File: src/rtl/logic_unit_pkg.sv
// Shared definitions for the two-requester logic unit arbiter.
// Latency: n/a (types and constants only).
// Backpressure: n/a.
//
// Contents: opcode constants, FSM state type, requester id type.
`timescale 1ns/1ps
package logic_unit_pkg;

  // Opcode encoding {i1,i0}
  localparam logic [1:0] OP_AND  = 2'b00;
  localparam logic [1:0] OP_XNOR = 2'b01;
  localparam logic [1:0] OP_OR   = 2'b10;
  localparam logic [1:0] OP_NOTA = 2'b11;

  typedef enum logic [1:0] {
    IDLE = 2'd0,
    EXEC = 2'd1,
    RESP = 2'd2
  } state_t;

  typedef logic req_id_t;

endpackage

File: src/rtl/logic_unit_core.sv
// Combinational WIDTH-bit bitwise logic core (AND / XNOR / OR / NOT-a).
// Latency: 0 cycles, purely combinational.
// Backpressure: none; the output follows the inputs.
//
// Ports: a, b   operands (WIDTH)
//        op     opcode (2, see logic_unit_pkg)
//        y      result (WIDTH, no carry or extension)
`timescale 1ns/1ps
module logic_unit_core
  import logic_unit_pkg::*;
#(
  parameter int WIDTH = 2
) (
  input  logic [WIDTH-1:0] a,
  input  logic [WIDTH-1:0] b,
  input  logic [1:0]       op,
  output logic [WIDTH-1:0] y
);

  always_comb begin
    y = '0;
    case (op)
      OP_AND:  y = a & b;
      OP_XNOR: y = ~(a ^ b);
      OP_OR:   y = a | b;
      OP_NOTA: y = ~a;
      default: y = '0;
    endcase
  end

endmodule

File: src/rtl/logic_unit_arbiter.sv
// Round-robin arbiter sharing one logic_unit_core between two requesters.
// Latency: req sampled at E0 -> ack pulse E0..E1, rsp_valid from E1; 1 op / 3 cycles peak.
// Backpressure: result held in RESP until rsp_ready; no acks issued while busy.
//
// Ports: clk, rst (async, active-high)
//        req0/a0/b0/op0 -> ack0, req1/a1/b1/op1 -> ack1  (capture handshakes)
//        rsp_valid/rsp_ready/rsp_data/rsp_id          (result handshake)
//        busy                                         (state != IDLE)
//        cnt0/cnt1 (8-bit saturating completion counts) only when LU_STATS_EN is defined
`timescale 1ns/1ps
module logic_unit_arbiter
  import logic_unit_pkg::*;
#(
  parameter int WIDTH = 2
) (
  input  logic             clk,
  input  logic             rst,
  input  logic             req0,
  input  logic [WIDTH-1:0] a0,
  input  logic [WIDTH-1:0] b0,
  input  logic [1:0]       op0,
  output logic             ack0,
  input  logic             req1,
  input  logic [WIDTH-1:0] a1,
  input  logic [WIDTH-1:0] b1,
  input  logic [1:0]       op1,
  output logic             ack1,
  output logic             rsp_valid,
  input  logic             rsp_ready,
  output logic [WIDTH-1:0] rsp_data,
  output logic             rsp_id,
  output logic             busy
`ifdef LU_STATS_EN
  ,
  output logic [7:0]       cnt0,
  output logic [7:0]       cnt1
`endif
);

  state_t           state;
  req_id_t          last_winner;
  req_id_t          id_q;
  logic [WIDTH-1:0] a_q;
  logic [WIDTH-1:0] b_q;
  logic [1:0]       op_q;
  logic [WIDTH-1:0] core_y;

  logic    grant_vld;
  req_id_t grant_id;

  // On a tie the requester that did not win last time gets the grant.
  always_comb begin
    grant_vld = req0 | req1;
    grant_id  = 1'b0;
    if (req0 && req1) grant_id = ~last_winner;
    else if (req1)    grant_id = 1'b1;
  end

  logic_unit_core #(.WIDTH(WIDTH)) u_core (
    .a  (a_q),
    .b  (b_q),
    .op (op_q),
    .y  (core_y)
  );

  always_ff @(posedge clk or posedge rst) begin
    if (rst) begin
      state       <= IDLE;
      last_winner <= 1'b1;
      id_q        <= 1'b0;
      a_q         <= '0;
      b_q         <= '0;
      op_q        <= 2'b00;
      ack0        <= 1'b0;
      ack1        <= 1'b0;
      rsp_valid   <= 1'b0;
      rsp_data    <= '0;
      rsp_id      <= 1'b0;
      busy        <= 1'b0;
    end else begin
      ack0 <= 1'b0;
      ack1 <= 1'b0;
      case (state)
        IDLE: begin
          if (grant_vld) begin
            a_q         <= grant_id ? a1 : a0;
            b_q         <= grant_id ? b1 : b0;
            op_q        <= grant_id ? op1 : op0;
            id_q        <= grant_id;
            last_winner <= grant_id;
            ack0        <= ~grant_id;
            ack1        <= grant_id;
            busy        <= 1'b1;
            state       <= EXEC;
          end
        end
        EXEC: begin
          rsp_data  <= core_y;
          rsp_id    <= id_q;
          rsp_valid <= 1'b1;
          state     <= RESP;
        end
        RESP: begin
          // Data and id simply hold while the consumer stalls.
          if (rsp_ready) begin
            rsp_valid <= 1'b0;
            busy      <= 1'b0;
            state     <= IDLE;
          end
        end
        default: begin
          state <= IDLE;
          busy  <= 1'b0;
        end
      endcase
    end
  end

`ifdef LU_STATS_EN
  always_ff @(posedge clk or posedge rst) begin
    if (rst) begin
      cnt0 <= 8'd0;
      cnt1 <= 8'd0;
    end else if (state == RESP && rsp_ready) begin
      if (!id_q && cnt0 != 8'hFF) cnt0 <= cnt0 + 8'd1;
      if ( id_q && cnt1 != 8'hFF) cnt1 <= cnt1 + 8'd1;
    end
  end
`endif

endmodule

File: config.mk
export PLATFORM = sky130hd
export DESIGN_NAME = logic_unit_arbiter
export DESIGN_NICKNAME = d
export VERILOG_FILES = /design/src/rtl/logic_unit_pkg.sv /design/src/rtl/logic_unit_core.sv /design/src/rtl/logic_unit_arbiter.sv
export SDC_FILE = /design/constraint.sdc
export NUM_CORES = 1
export LEC_CHECK = 0
export BUFFER_PORTS_ARGS = -buffer_cell sky130_fd_sc_hd__buf_2
export CORE_MARGIN = 1.5
export CORE_UTILIZATION = 41
export DETAILED_ROUTE_END_ITERATION = 8
export GPL_TIMING_DRIVEN = 0
export PLACE_DENSITY = 0.72
export SLEW_MARGIN = 40
export SYNTH_ARGS = -nofsm -noshare
export SYNTH_HDL_FRONTEND = slang
export SYNTH_SLANG_ARGS = --single-unit
File: constraint.sdc
create_clock -name clk -period 4.15 [get_ports clk]
set_clock_uncertainty 0.05 [all_clocks]
set_input_delay 0.2075 -clock clk [delete_from_list [all_inputs] [get_ports clk]]
set_output_delay 0.2075 -clock clk [all_outputs]
set_load 0.01 [all_outputs]
==> metrics.cfg <==
[worst_setup_path]
cp-start-kind=register
cp_max_fo=3
worst-r2r-setup-slack_ns=2.71
endpoint_kind=register
worstReg2RegEnd=rsp_data[1]
crit_path_top_delay_cell=mux4_2
slowest_delay_ns=0.43
rr_worst_depth=4
worstPathArrival_ns=1.60
reg2reg_from=a_q[1]
path_class=reg -> reg
cp.required_ns=4.31
path_cells=inv_1 -> ha_1 -> mux4_2 -> o21ai_0

[sta]
report.final.slew_viol_count=0
setup-tns-final_ns=0
hold_viol=0
fmax_mhz=695
finalCritPeriodShare_pct=34.7
worst-slew-pin-transition_ns=0.614
min_period_ns=1.44
rsz0062_at_grt=no
setup_violations=0
timing.slew.headroom_pct=59.0
setup_slack_ns=2.71

[synth]
synth_fa_ha_area_share_pct=6.29
synth_compound_area_share_pct=17.5
synth_top_family_by_area=compound AO/OA/AOI/OAI gates
yosys.area_share.simple_pct=8.33
synth.avg_cell_area_um2=11.5
yosysUniqueCellTypes=20
synth-seq-cells=17
netlist_area_um2=796
syn_inst=69
synth_xor_area_share_pct=0
synth-seq-area-share_pct=53.6
synth_top_flop_cell=dfrtp_1
async_flop_share_pct=100
synth_edf_count=0
yosys_warnings=0
syn-num-nets=90
synthMuxAreaShare_pct=7.08

[power_and_ir_drop]
p_leak_nw=0.519
power.density_nw_per_um2=680
ir_drop_v=0.000325
power_mw=0.666

[layout]
stdcell_count=122
mostFrequentLayoutCells=buf_2 (24), dfrtp_1 (16), inv_1 (10)
nets=119
final_common_cell=buf_2
diodes=0
syn_to_final_growth_pct=23.1
layout-drive-gt1-share_pct=36.1

[global_routing]
grt_overflow=0
gr-usage-all-layers_pct=15.0
grt_pass1_vias=540
antenna_found_initial=0
grt_pass1_wl_um=2260
grt_max_degree=18

[placement]
dp_hpwl_um=1020
pre_cts_slack_ns=2.74
gp_congestion=0.750
port_buffers=23
dp.cells=117

[worst_hold_path]
hold_class=in -> reg
hold_path_depth=2
hold_end=b_q[1]
hold_path_startpoint=b0[1]

[clocking]
clock_sinks=17
cts_tree=done
clk_pin_slew_worst_paths_ns=0.10
clk_path_buf_depth=2
root_buffer=clkbuf_4
clk_latency_ns=0.29
cts_max_level=1
cts_setup_buffers=0
cts_made_buffers=3

[routing]
viasPerCell=4.84
num_vias=590
drtIter0Drc=10
dr.pass1.iters=4
wl_per_cell_um=10.9
ant_nets=0
drcViolationCount=0
wl_um=1330

[floorplan]
initial_utilization_pct=44.6
die_w_um=47.1
rows=15
die_height_um=47.1
core_area_um2=1780
io_pins=24
die-area_um2=2210

[outcome]
status=finished clean

[flow_run]
max_cap_viol_count=0

[layer usage]
layer | vias up | routed length, um | global-route usage [%] | share of wire, %
li1 | 295 | - | - | -
met1 | 268 | 647 | 20.1 | 49
met2 | 25 | 574 | 22.5 | 43
met3 | 2 | 105 | 6.92 | 7.9
met4 | 0 | 6 | 3.33 | 0.45
met5 | - | 0 | 0 | 0
[sequential cells by signal (all words and copies together), names as in the netlist]
register     flops
op_q             2
ack1             1
b_q              2
a_q              2
rsp_data         2
last_winner      1
busy             1
ack0             1
state            2
rsp_valid        1
rsp_id           1
id_q             1
[critical path: cells and delay by family, from the launching register on]
family / cells / cell delay, ns
multiplexers: 1 / 0.43
flip-flops: 1 / 0.38
AO/OA/AOI/OAI: 1 / 0.14
adder cells (fa/ha/maj): 1 / 0.28
buffers and inverters: 1 / 0.07
[cells in the mapped netlist, types with 2 or more instances]
master    count  share of area, %
a21oi_1       4               2.5
a21boi_0      2               1.9
nand2b_1      3               2.4
inv_1        10               4.7
nand2_1       6               2.8
o21ai_0       4               2.5
mux4_2        2               5.7
and3_1        2               1.6
dfrtp_1      16                50
ha_1          4               6.3
a21o_1        2               1.9
a221o_1       6               7.5
[power by group]
| part | switching (mW) | internal (mW) | total (mW) |
|---|---|---|---|
| combinational | 0.135 | 0.151 | 0.286 |
| sequential | 0.0477 | 0.246 | 0.293 |
| clock | 0.0507 | 0.0358 | 0.0866 |
| total | 0.233 | 0.433 | 0.666 |
[cell families after synthesis]
logic type	after synthesis
flip-flops	17
buffers and inverters	13
multiplexers	3
adder cells (fa/ha/maj)	4
AO/OA/AOI/OAI	19
AND/OR/NAND/NOR	13
[timing repair]
| action | in CTS | in global routing |
|---|---|---|
| endpoints found under the hold margin | 16 | 0 |
| resized for setup | 0 | 0 |
| hold buffers | 1 | 0 |
[per-stage QoR]
step                      utilization [%]  hold WS, ns  area, um^2
after floorplan                         -       0.0828         796
after global placement               52.8        0.269         942
after detailed placement             52.8        0.271         942
after CTS                            54.9       0.0787         980
after global routing                 54.9       0.0859         980
final                                54.9       0.0857         980
[final cells by class]
type,instances,area [um^2]
Clock buffer,3,22.5
Tap cell,25,31.3
Inverter,10,37.5
Timing Repair Buffer,24,125
Clock inverter,1,5.00
Multi-Input combinational cell,39,312
Buffer,3,20.0
Fill cell,173,803
Sequential cell,17,427
[how the worst max path moves through the flow]
stage	from	to	slack (ns)	depth (start not counted)
6_report	a_q[1]	rsp_data[1]	2.71	4
4_1_cts	a_q[1]	rsp_data[1]	2.70	4
3_5_place_dp	a_q[1]	rsp_data[1]	2.74	4
5_1_grt	a_q[0]	rsp_data[0]	2.59	4
2_1_floorplan	a_q[0]	rsp_data[0]	2.80	4
3_3_place_gp	a_q[1]	rsp_data[1]	2.76	4
Note: power is estimated with default switching activity, not from simulation.
